===== src/rtl/apb_arb_pkg.sv =====
// Shared types and defaults for the round-robin APB master (apb_master_arb).
package apb_arb_pkg;

    localparam int APB_ADDR_W_DEF = 32;
    localparam int APB_DATA_W_DEF = 32;

    typedef enum logic [1:0] {
        ST_IDLE   = 2'd0,
        ST_SETUP  = 2'd1,
        ST_ACCESS = 2'd2
    } apb_state_e;

    typedef struct packed {
        logic                      write;
        logic [APB_ADDR_W_DEF-1:0] addr;
        logic [APB_DATA_W_DEF-1:0] wdata;
    } apb_cmd_t;

endpackage


===== src/rtl/rr_arbiter.sv =====
// Combinational round-robin picker: first active request after last_grant, with wrap-around.
module rr_arbiter #(
    parameter int NUM_REQ = 2,
    parameter int IDX_W   = (NUM_REQ > 1) ? $clog2(NUM_REQ) : 1
) (
    input  logic [NUM_REQ-1:0] req,
    input  logic [IDX_W-1:0]   last_grant,
    output logic [NUM_REQ-1:0] grant,
    output logic [IDX_W-1:0]   idx,
    output logic               any
);

    logic [IDX_W-1:0] cand_s;
    logic             hit_s;

    // Scan from the slot after last_grant; the first hit wins and masks all later ones.
    always_comb begin
        grant  = {NUM_REQ{1'b0}};
        idx    = {IDX_W{1'b0}};
        any    = 1'b0;
        cand_s = {IDX_W{1'b0}};
        hit_s  = 1'b0;
        for (int k = 1; k <= NUM_REQ; k++) begin
            cand_s        = IDX_W'((int'(last_grant) + k) % NUM_REQ);
            hit_s         = !any && req[cand_s];
            grant[cand_s] = hit_s;
            idx           = hit_s ? cand_s : idx;
            any           = any | hit_s;
        end
    end

endmodule


===== src/rtl/apb_master_arb.sv =====
// Round-robin APB master: NUM_REQ valid/ready command ports serialised onto one APB bus.
// Optional macro APB_TIMEOUT_EN aborts an ACCESS phase after TIMEOUT_CYC wait cycles.
module apb_master_arb
    import apb_arb_pkg::*;
#(
    parameter int NUM_REQ     = 2,
    parameter int ADDR_W      = APB_ADDR_W_DEF,
    parameter int DATA_W      = APB_DATA_W_DEF,
    parameter int TIMEOUT_CYC = 255
) (
    input  logic                      pclk,
    input  logic                      presetn,
    input  logic [NUM_REQ-1:0]        req_valid,
    output logic [NUM_REQ-1:0]        req_ready,
    input  logic [NUM_REQ-1:0]        req_write,
    input  logic [NUM_REQ*ADDR_W-1:0] req_addr,
    input  logic [NUM_REQ*DATA_W-1:0] req_wdata,
    output logic [NUM_REQ-1:0]        rsp_valid,
    output logic [DATA_W-1:0]         rsp_rdata,
    output logic                      rsp_slverr,
    output logic [ADDR_W-1:0]         paddr,
    output logic                      psel,
    output logic                      penable,
    output logic                      pwrite,
    output logic [DATA_W-1:0]         pwdata,
    input  logic [DATA_W-1:0]         prdata,
    input  logic                      pready,
    input  logic                      pslverr
);

    localparam int IDX_W = (NUM_REQ > 1) ? $clog2(NUM_REQ) : 1;

    localparam logic [1:0] S_IDLE   = ST_IDLE;
    localparam logic [1:0] S_SETUP  = ST_SETUP;
    localparam logic [1:0] S_ACCESS = ST_ACCESS;

    typedef struct packed {
        logic              write;
        logic [ADDR_W-1:0] addr;
        logic [DATA_W-1:0] wdata;
    } cmd_t;

    logic [1:0]         state_r;
    logic [IDX_W-1:0]   last_grant_r;
    logic [IDX_W-1:0]   grant_idx_r;
    cmd_t               cmd_r;
    logic               psel_r;
    logic               penable_r;
    logic [NUM_REQ-1:0] rsp_valid_r;
    logic [DATA_W-1:0]  rsp_rdata_r;
    logic               rsp_slverr_r;

    logic [NUM_REQ-1:0] grant_s;
    logic [IDX_W-1:0]   win_idx_s;
    logic               any_s;
    logic               to_hit_s;

    rr_arbiter #(
        .NUM_REQ (NUM_REQ),
        .IDX_W   (IDX_W)
    ) u_rr_arbiter (
        .req        (req_valid),
        .last_grant (last_grant_r),
        .grant      (grant_s),
        .idx        (win_idx_s),
        .any        (any_s)
    );

    assign req_ready = (state_r == S_IDLE) ? grant_s : {NUM_REQ{1'b0}};

`ifdef APB_TIMEOUT_EN
    localparam int TO_W = $clog2(TIMEOUT_CYC + 1);
    logic [TO_W-1:0] to_cnt_r;

    // Counts ACCESS cycles; a low pready on the limit cycle aborts, a high one completes normally.
    assign to_hit_s = (state_r == S_ACCESS) && !pready && (to_cnt_r == TO_W'(TIMEOUT_CYC - 1));

    // ACCESS-phase cycle counter, cleared whenever the FSM is elsewhere.
    always_ff @(posedge pclk or negedge presetn) begin
        if (!presetn) begin
            to_cnt_r <= {TO_W{1'b0}};
        end else if (state_r == S_ACCESS) begin
            to_cnt_r <= to_cnt_r + TO_W'(1);
        end else begin
            to_cnt_r <= {TO_W{1'b0}};
        end
    end
`else
    assign to_hit_s = 1'b0;
`endif

    // Transfer FSM: accept in IDLE, one SETUP cycle, ACCESS until pready (or abort).
    always_ff @(posedge pclk or negedge presetn) begin
        if (!presetn) begin
            state_r      <= S_IDLE;
            last_grant_r <= IDX_W'(NUM_REQ - 1);
            grant_idx_r  <= {IDX_W{1'b0}};
            cmd_r        <= '0;
            psel_r       <= 1'b0;
            penable_r    <= 1'b0;
            rsp_valid_r  <= {NUM_REQ{1'b0}};
            rsp_rdata_r  <= {DATA_W{1'b0}};
            rsp_slverr_r <= 1'b0;
        end else begin
            rsp_valid_r <= {NUM_REQ{1'b0}};
            case (state_r)
                S_IDLE: begin
                    if (any_s) begin
                        cmd_r.write  <= req_write[win_idx_s];
                        cmd_r.addr   <= req_addr[win_idx_s*ADDR_W +: ADDR_W];
                        cmd_r.wdata  <= req_wdata[win_idx_s*DATA_W +: DATA_W];
                        grant_idx_r  <= win_idx_s;
                        last_grant_r <= win_idx_s;
                        psel_r       <= 1'b1;
                        state_r      <= S_SETUP;
                    end
                end
                S_SETUP: begin
                    penable_r <= 1'b1;
                    state_r   <= S_ACCESS;
                end
                S_ACCESS: begin
                    if (pready || to_hit_s) begin
                        psel_r                   <= 1'b0;
                        penable_r                <= 1'b0;
                        cmd_r                    <= '0;
                        rsp_valid_r[grant_idx_r] <= 1'b1;
                        rsp_rdata_r              <= (pready && !cmd_r.write) ? prdata : {DATA_W{1'b0}};
                        rsp_slverr_r             <= pready ? pslverr : 1'b1;
                        state_r                  <= S_IDLE;
                    end
                end
                default: begin
                    psel_r    <= 1'b0;
                    penable_r <= 1'b0;
                    state_r   <= S_IDLE;
                end
            endcase
        end
    end

    assign paddr      = cmd_r.addr;
    assign pwrite     = cmd_r.write;
    assign pwdata     = cmd_r.wdata;
    assign psel       = psel_r;
    assign penable    = penable_r;
    assign rsp_valid  = rsp_valid_r;
    assign rsp_rdata  = rsp_rdata_r;
    assign rsp_slverr = rsp_slverr_r;

endmodule

===== config.mk =====
export PLATFORM = sky130hd
export DESIGN_NAME = apb_master_arb
export DESIGN_NICKNAME = d
export VERILOG_FILES = /design/src/rtl/apb_arb_pkg.sv /design/src/rtl/rr_arbiter.sv /design/src/rtl/apb_master_arb.sv
export SDC_FILE = /design/constraint.sdc
export NUM_CORES = 1
export LEC_CHECK = 0
export CAP_MARGIN = 10
export CELL_PAD_IN_SITES_DETAIL_PLACEMENT = 0
export CELL_PAD_IN_SITES_GLOBAL_PLACEMENT = 1
export CORE_ASPECT_RATIO = 0.8
export CORE_MARGIN = 2
export CORE_UTILIZATION = 29
export CTS_CLUSTER_SIZE = 24
export DETAILED_ROUTE_END_ITERATION = 12
export PLACE_DENSITY = 0.86
export SLEW_MARGIN = 0
export SYNTH_ARGS = -nofsm -noshare
export SYNTH_HDL_FRONTEND = slang
export SYNTH_SLANG_ARGS = --single-unit

===== constraint.sdc =====
create_clock -name pclk -period 1.8 [get_ports pclk]
set_input_delay 0.36 -clock pclk [delete_from_list [all_inputs] [get_ports pclk]]
set_output_delay 0.36 -clock pclk [all_outputs]
set_load 0.03 [all_outputs]

==> impl_metrics.py <==
metrics = {
    "outcome": {
        "status": "finished clean",
    },
    "worst_hold_path": {
        "hold_class": "input port to async pin",
    },
    "routing": {
        "drt-initial-drc-count": 108,
        "firstDrtPassIters": 4,
        "drt_wl_total_mm": 14.5,
        "drcViolationCount": 0,
        "drt-vias-per-instance": 4.46,
        "ant_nets": 0,
        "num_vias": 4228,
        "routedWlPerCell_um": 15.3,
    },
    "timing": {
        "fin_tns_setup_ps": 0,
        "setup_viol": 0,
        "skew_ps": 6.10,
        "slew_headroom": 0.594,
        "fin_crit_ps": 1760,
        "hold_violations": 0,
        "fmaxAchievable_mhz": 569,
        "tightest_slew_ps": 610,
        "min_period_over_period": 0.976,
        "maxSlewViolCount": 0,
    },
    "setup_path": {
        "cp_top_family": "buffers and inverters",
        "r2r-start": "last_grant_r$_DFFE_PN1P_",
        "rr_worst_depth": 5,
        "crit_path_max_fanout": 2,
        "critPathKind": "flip-flop to output pin",
        "regToRegSetupSlack_ps": 210,
        "required_ps": 1440,
        "critPathMaxStageDelay_ps": 700,
        "startpoint_type": "flip-flop",
        "timing.rr.end": "paddr[27]$_DFFE_PN0P_",
        "crit_path_end_kind": "output pin",
        "worst-path-buf-inv": 1,
        "cp_cell_sequence": "clkdlybuf4s50_1",
        "cp.arrival_ps": 1400,
        "cpMaxStageDelayCell": "clkdlybuf4s50_1",
    },
    "synthesis": {
        "yosysMostFrequentCell": "mux2i_1",
        "synth_top_cells_by_count": "mux2i_1, dfrtp_1, nand2_1, o21ai_0, nand2b_1",
        "synth_fp_nets": 619,
        "ys_async_sr_fraction": 1.00,
        "ys_ff_latch": 106,
        "synth_top_flop_cell": "dfrtp_1",
        "syn_area_sq_mm": 0.00501,
        "ys_types": 24,
        "synth_warnings": 0,
        "synth_edf_count": 0,
        "synthTopCellsByArea": "dfrtp_1, mux2i_1, nand2_1, nand2b_1, o21ai_0",
        "synth_area_leader_cell": "dfrtp_1",
        "postSynthAreaPerCell_sq_um": 11.1,
        "yosysSeqAreaShare": 0.530,
        "syn_inst": 451,
        "yosys.area.top_type_share": 0.525,
    },
    "cells_and_area": {
        "layout.nets": 891,
        "fillCellCount": 1459,
        "layout-drive-gt1-share": 0.0687,
        "final_cell_area_sq_mm": 0.00849,
        "regArea_sq_mm": 0.00266,
        "diodes": 0,
        "area_growth_pct": 69.5,
        "multi_input_area_sq_mm": 0.00217,
    },
    "power": {
        "power.density_mw_per_mm2": 1640,
        "leakage_nw": 4.29,
        "vdd_drop_max_mv": 0.862,
    },
    "floorplan": {
        "rows": 42,
        "die_w_um": 151,
        "pin_count": 272,
        "dieArea_sq_mm": 0.0183,
        "start_util": 0.300,
        "core_area_sq_mm": 0.0167,
        "die_h_um": 122,
    },
    "grt": {
        "grt_pass1_vias": 4500,
        "grt_max_degree": 104,
        "grt_usage": 0.160,
        "gr-total-overflow": 0,
        "antenna_found_initial": 0,
        "grt_pass1_wl_mm": 22.9,
    },
    "flow_run": {
        "maxCapViolations": 0,
    },
    "clocking": {
        "htreeDepth": 3,
        "cts_root_buf": "clkbuf_16",
        "worstSkewPairLatency_ps": 350,
        "clkSinkCount": 106,
        "clk_path_buf_depth": 2,
        "clk_pin_slew_ps": 70,
        "cts_inserted_buffers": 9,
        "tritoncts": "built",
    },
    "placed_design": {
        "portBuffers": 271,
        "post_dp_cell_area_sq_mm": 0.00805,
        "dp_hpwl_mm": 11.0,
        "place.gp.congestion": 0.783,
    },
}
==> flip-flops by register name, indices dropped and copies added, names as in the netlist <==
name,count
paddr,32
rsp_rdata,32
grant_idx_r,1
rsp_valid,2
psel,1
last_grant_r,1
state_r,2
penable,1
rsp_slverr,1
pwdata,32
pwrite,1
==> per-stage QoR <==
stage / util / power (mW) / cells / hold slack, ps / setup slack, ps
6_report: 0.508 / 13.9 / 948 / 344 / 42.6
5_1_grt: 0.508 / 14.8 / 948 / 335 / -6.58
4_1_cts: 0.501 / 14.2 / 945 / 330 / -8.28
3_5_place_dp: 0.482 / 12.1 / 928 / 167 / -106
3_3_place_gp: 0.482 / 11.9 / 928 / 165 / -21.2
2_1_floorplan: - / 8.66 / 451 / 64.4 / 232
==> per-layer routing <==
| layer | vias up | share of wire | track usage |
|---|---|---|---|
| met2 | 156 | 0.49 | 0.269 |
| li1 | 2050 | - | - |
| met1 | 2007 | 0.41 | 0.193 |
| met4 | 0 | 0.015 | 0.0444 |
| met5 | - | 0 | 0 |
| met3 | 15 | 0.080 | 0.0583 |
==> where the power goes <==
part / switching, mW / internal (mW) / total, mW
Combinational: 4.31 / 3.45 / 7.76
Clock: 0.931 / 1.09 / 2.02
Sequential: 0.654 / 3.49 / 4.15
Total: 5.90 / 8.03 / 13.9
==> worst max-delay path by stage <==
stage                                         start                     to  slack [ps]  cells after the start
final                     rsp_rdata[30]$_DFFE_PN0P_          rsp_rdata[30]          40                      1
after global routing         pwdata[25]$_DFFE_PN0P_             pwdata[25]          -7                      1
after CTS                              req_valid[1]           req_ready[1]          -8                      4
after global placement                 req_valid[0]           req_ready[1]         -20                      4
after detailed placement               req_valid[0]  paddr[27]$_DFFE_PN0P_        -110                      5
after floorplan                        req_valid[1]           req_ready[1]         230                      4
==> final cells by class <==
class / count / area share
multi-input combinational: 310 / 0.255
timing repair buffer: 293 / 0.362
clock inverter: 7 / 0.00929
clock buffer: 9 / 0.0265
tap: 220 / 0.0324
inverter: 3 / 0.00147
sequential: 106 / 0.313
==> logic make-up after synthesis <==
kind of cell,after synthesis,share of synthesized area
and+or+nand+nor,138,0.121
muxes,132,0.264
DFF,106,0.530
AOI/OAI and AO/OA,40,0.0430
buffers and inverters,35,0.0415
==> placed cells by master, fill, tap and decap left out, drive strengths merged, types with 2 or more instances in the layout <==
cell	n
clkdlybuf4s50	227
mux2i	130
dfrtp	105
nand2	100
dlymetal6s2s	36
o21ai	34
nand2b	32
buf	25
clkbuf	9
dlygate4sd2	4
nor2	4
clkinvlp	3
inv	3
clkinv	3
a21oi	2
mux2	2
==> repair_timing <==
| action | 4_1_cts | 5_1_grt |
|---|---|---|
| hold buffers | 1 | 0 |
| pin swaps | 0 | 1 |
| gates cloned | 0 | 0 |
| buffers inserted | 0 | 3 |
| resized for setup | 6 | 38 |
| endpoints found under the hold margin | 3 | 0 |
| endpoints found under the setup margin | 4 | 37 |
No activity file was read; power rests on OpenSTA's default activity.
